===== config.mk =====
export PLATFORM = sky130hd
export DESIGN_NAME = pb_conditioner
export DESIGN_NICKNAME = d
export VERILOG_FILES = /design/src/rtl/gv_pkg.sv /design/src/rtl/pb_debounce_ch.sv /design/src/rtl/pb_conditioner.sv
export SDC_FILE = /design/constraint.sdc
export NUM_CORES = 1
export LEC_CHECK = 0
export CAP_MARGIN = 20
export CORE_MARGIN = 10
export CORE_UTILIZATION = 46
export DETAILED_ROUTE_END_ITERATION = 10
export PLACE_DENSITY = 0.73
export SLEW_MARGIN = 5
export SYNTH_ARGS = -nofsm -noshare
export SYNTH_HDL_FRONTEND = slang
export SYNTH_SLANG_ARGS = --single-unit

===== constraint.sdc =====
create_clock -name clk -period 2.9 [get_ports clk]
set_clock_uncertainty 0.05 [all_clocks]
set_input_delay 0.58 -clock clk [delete_from_list [all_inputs] [get_ports clk]]
set_output_delay 0.58 -clock clk [all_outputs]
set_load 0.05 [all_outputs]

===== src/rtl/gv_pkg.sv =====
// Shared types and default sizing for the push-button conditioner.
package gv_pkg;

  typedef enum logic [1:0] {
    IDLE         = 2'd0,
    PRESS_WAIT   = 2'd1,
    PRESSED      = 2'd2,
    RELEASE_WAIT = 2'd3
  } ch_state_e;

  localparam int N_BTN_DEF     = 21;
  localparam int DB_CYCLES_DEF = 120000;

endpackage


===== src/rtl/pb_debounce_ch.sv =====
// One push-button channel: 2-flop synchronizer, debounce FSM and window counter.
//
// state        | meaning
// IDLE         | button released and stable
// PRESS_WAIT   | sync went high, counting stable-high cycles
// PRESSED      | debounced press, level held high
// RELEASE_WAIT | sync went low, counting stable-low cycles
module pb_debounce_ch
  import gv_pkg::*;
#(
  parameter int DB_CYCLES = DB_CYCLES_DEF
) (
  input  logic clk,
  input  logic rst,
  input  logic pb_raw_i,
  output logic pb_level_o,
  output logic pb_press_o,
  output logic pb_release_o
);

  localparam int              CW      = $clog2(DB_CYCLES);
  localparam logic [CW-1:0]   CNT_MAX = CW'(DB_CYCLES - 1);

  logic          meta_q, sync_q;
  ch_state_e     state_q, state_d;
  logic [CW-1:0] cnt_q, cnt_d;
  logic          level_q, level_d;
  logic          press_q, press_d;
  logic          release_q, release_d;

  always_ff @(posedge clk) begin
    if (rst) begin
      meta_q    <= 1'b0;
      sync_q    <= 1'b0;
      state_q   <= IDLE;
      cnt_q     <= '0;
      level_q   <= 1'b0;
      press_q   <= 1'b0;
      release_q <= 1'b0;
    end else begin
      meta_q    <= pb_raw_i;
      sync_q    <= meta_q;
      state_q   <= state_d;
      cnt_q     <= cnt_d;
      level_q   <= level_d;
      press_q   <= press_d;
      release_q <= release_d;
    end
  end

  always_comb begin
    state_d   = state_q;
    cnt_d     = cnt_q;
    press_d   = 1'b0;
    release_d = 1'b0;
    case (state_q)
      IDLE: begin
        if (sync_q) begin
          state_d = PRESS_WAIT;
          cnt_d   = '0;
        end
      end
      PRESS_WAIT: begin
        if (!sync_q) begin
          state_d = IDLE;
        end else if (cnt_q == CNT_MAX) begin
          state_d = PRESSED;
          press_d = 1'b1;
        end else begin
          cnt_d = cnt_q + CW'(1);
        end
      end
      PRESSED: begin
        if (!sync_q) begin
          state_d = RELEASE_WAIT;
          cnt_d   = '0;
        end
      end
      RELEASE_WAIT: begin
        if (sync_q) begin
          state_d = PRESSED;
        end else if (cnt_q == CNT_MAX) begin
          state_d   = IDLE;
          release_d = 1'b1;
        end else begin
          cnt_d = cnt_q + CW'(1);
        end
      end
      default: state_d = IDLE;
    endcase
    // Level is registered alongside the state so it tracks PRESSED/RELEASE_WAIT exactly.
    level_d = (state_d == PRESSED) || (state_d == RELEASE_WAIT);
  end

  assign pb_level_o   = level_q;
  assign pb_press_o   = press_q;
  assign pb_release_o = release_q;

endmodule


===== src/rtl/pb_conditioner.sv =====
// Bank of N_BTN independent debounced push-button channels with press/release strobes.
module pb_conditioner
  import gv_pkg::*;
#(
  parameter int N_BTN     = N_BTN_DEF,
  parameter int DB_CYCLES = DB_CYCLES_DEF
) (
  input  logic             clk,
  input  logic             rst,
  input  logic [N_BTN-1:0] pb_raw,
  output logic [N_BTN-1:0] pb_level,
  output logic [N_BTN-1:0] pb_press,
  output logic [N_BTN-1:0] pb_release
);

  for (genvar i = 0; i < N_BTN; i++) begin : g_ch
    pb_debounce_ch #(
      .DB_CYCLES(DB_CYCLES)
    ) u_ch (
      .clk         (clk),
      .rst         (rst),
      .pb_raw_i    (pb_raw[i]),
      .pb_level_o  (pb_level[i]),
      .pb_press_o  (pb_press[i]),
      .pb_release_o(pb_release[i])
    );
  end

endmodule


==> metrics.txt <==
fin util a little over half; Slowest cell on crit path nor4_4; relative slew slack between 30% and 40%; Synth Warn # 0; final hold viol count 0; Critical Path Stages 5; DR WL/cell around 14 um; router iterations before antenna repair 5; unrepaired setup endpoints after global routing false; drt total wl 45.15 mm; PortBufs 85; Core ar. between 40000 and 50000 um2; Residual DRC 0; required time worst endpoint approximately 3400 ps; Non-Filler Instances ~3200; Yosys cell types 71; number of buffers created by CTS between 50 and 60; area delta synth->final 12.45%; commonest cells after routing, fill and taps aside dfxtp_1, nor2_1, nand2_1, a21oi_1, nand3_1; routed vias/inst between 5 and 6; Int Power roughly 11 mW; Setup Buffers After CTS 0; Resize count post-CTS 0; htree depth 2; commonest non-fill, non-tap cell in the layout dfxtp_1; full die area around 58000 um2; syn_nets 2565; WS Path Type reg2reg; fraction of registers with async set or reset after synthesis 0%; Synth Cell Area ~22000 um2; Cells after Synth ~2500; CTS sink count 504; Flop pwr share about 49%; CTS clk-pin slew, worst paths about 60 ps; worst vdd ir 0.3710 mV; final setup fails 0; I/O Pins 86; CTS tree done; cell area power density about 560 nW/um2; Initial Util 46.74%; number of enable flip-flop cells after synthesis 0; GPL Wtd Cong 0.8467; vias after detailed routing roughly 18000; accumulated negative setup slack 0 ps; crit path launch type register; Slew Limit Fails 0; Placed Cells ~3100; r2r worst-path depth 5; outcome completed; Yosys reg bits 504; Hold Crit Class reg2reg; CP cell instances or4_1 -> nor4_4 -> a21oi_1 -> a311oi_1 -> a41o_1; worst slew pin tran just over 900 ps; FMAX between 0.4 and 0.5 GHz; Iter 0 DRT Violations roughly 940; WP buf/inv 0; Detail Placement HPWL between 30 and 40 mm; global-route wire length before repair 77.23 mm; sequential cell area fraction in the yosys report 45.02%; Post-synth top flop dfxtp_1; gr usage total 15.30%; initial antenna violation count 1; Layout Nets about 2600; Max FO, Critical Path 15; Max Buffers Root-to-Sink 3; maxcap violations 0; ratio of cells with drive above 1 in the final layout under 10%; # fillers around 4300; Mapped Avg Cell Area slightly below 9 um2; number of nets still failing antenna checks after routing 0; Sw Share between 20% and 30%; gr ovfl total 0; leakage power roughly 8.5 nW; Clk pwr share between 40% and 50%; min cycle time layout ~2500 ps; Design Power 14.22 mW; kind of cell adding the most delay to the critical path simple AND/OR/NAND/NOR gates; hold_buf cts 0; switching power around 3 mW; worst skew pair latency 590 ps; pin count of the biggest net entering global routing a little under 80; Root Buffer clkbuf_16; Comb power frac under 10%; number of diodes 0; crit path DAT just under 3000 ps; Tcrit/Tclk final 85.00%; critical path capture point type register; WHS Path Cells 1; Die W ~240 um; die height 240.7 um; CP max stage delay 700 ps; standard-cell row count 80; vias in the first global route between 15000 and 20000
==> state kept, by name (all words and copies together) (netlist names) <==
signal,count
g_ch.u_ch.cnt_q,357
g_ch.u_ch.pb_press_o,21
g_ch.u_ch.pb_level_o,21
g_ch.u_ch.sync_q,21
g_ch.u_ch.pb_release_o,21
g_ch.u_ch.state_q,42
g_ch.u_ch.meta_q,21
==> Yosys cell counts (7+ instances only) <==
cell type    n  share of area [%]
o211ai_1    16               0.54
o21ai_0     60                1.3
xor2_1     119                4.7
nor2_1     309                5.2
nand3_1    146                3.3
and3_1      39                1.1
or4_1       20               0.67
nor4_1      19               0.53
a21o_1       8               0.27
ha_1        21                1.2
nand4bb_1    8               0.40
nor3b_1     24               0.80
a21oi_1    149                3.3
nand3b_1     9               0.30
clkbuf_1    70                1.2
nand4b_1    31                1.2
dfxtp_1    504                 45
and2_1      15               0.42
a31oi_1     10               0.28
nand4_1     78                2.2
a311oi_1    10               0.39
and4_1      31                1.2
or2_2       17               0.47
nor2b_1     64                1.8
or3b_2       7               0.27
mux2i_1     25                1.1
nand2b_1    20               0.56
inv_1       41               0.69
o21bai_1    11               0.37
nor4b_1     53                2.1
nor3_1      51                1.1
a211oi_1    20               0.67
nand2_1    175                2.9
or3_1       56                1.6
xnor2_1    123                4.8
buf_4       69                2.3
==> final cells by class <==
class | instances | area (um2) | share of cell area [%]
clock inverters | 23 | 286.5 | 1.137
clock buffers | 72 | 1498 | 5.943
multi-input cells | 1828 | 11350 | 45.04
well taps | 615 | 769.5 | 3.053
repair buffers | 110 | 1055 | 4.185
inverters | 41 | 153.9 | 0.6107
flip-flops and latches | 504 | 10090 | 40.04
==> routing by layer <==
metal | up-vias | part of all wire (%) | track usage (%)
met1 | 8360 | 46 | 19.29
met4 | 0 | 2.2 | 5.196
met2 | 244 | 48 | 26.06
met5 | - | 0 | 0
li1 | 8931 | - | -
met3 | 70 | 3.8 | 2.532
==> per-stage QoR <==
| stage | hold WS, ps | area (um2) | setup WS, ps |
|---|---|---|---|
| CTS | 391.9 | 25190 | 377.8 |
| finish | 387.1 | 25200 | 434.9 |
| global route | 411.7 | 25200 | 255.9 |
| detailed placement | 371.2 | 23400 | 503.7 |
| global placement | 370.9 | 23400 | 611.7 |
| floorplan | 363.8 | 22410 | 865.8 |
==> worst paths after layout <==
check | start | slack [ps] | endpoint
max | g_ch[9].u_ch.cnt_q[6] | 430 | g_ch[9].u_ch.cnt_q[11]
min | g_ch[8].u_ch.meta_q | 390 | g_ch[8].u_ch.sync_q
max reg2reg | g_ch[9].u_ch.cnt_q[6] | 430 | g_ch[9].u_ch.cnt_q[11]
min reg2reg | g_ch[8].u_ch.meta_q | 390 | g_ch[8].u_ch.sync_q
==> cell families after synthesis <==
family | count (synthesis) | synth area share, %
simple gates | 1216 | 30.22
flops | 504 | 45.02
xor+xnor | 242 | 9.457
mux | 27 | 1.217
fa+ha+maj | 21 | 1.172
buf+inv | 189 | 4.338
compound gates | 322 | 8.575
==> power groups by stage <==
stage	Clock (mW)	Sequential (mW)	Combinational, mW
2_1_floorplan	0	7.14	0.229
3_3_place_gp	0	7.15	0.318
3_5_place_dp	0	7.15	0.327
4_1_cts	7.13	7.00	0.328
5_1_grt	7.39	7.00	0.365
6_report	6.89	7.00	0.329
Note: power is estimated with default switching activity, not from simulation.
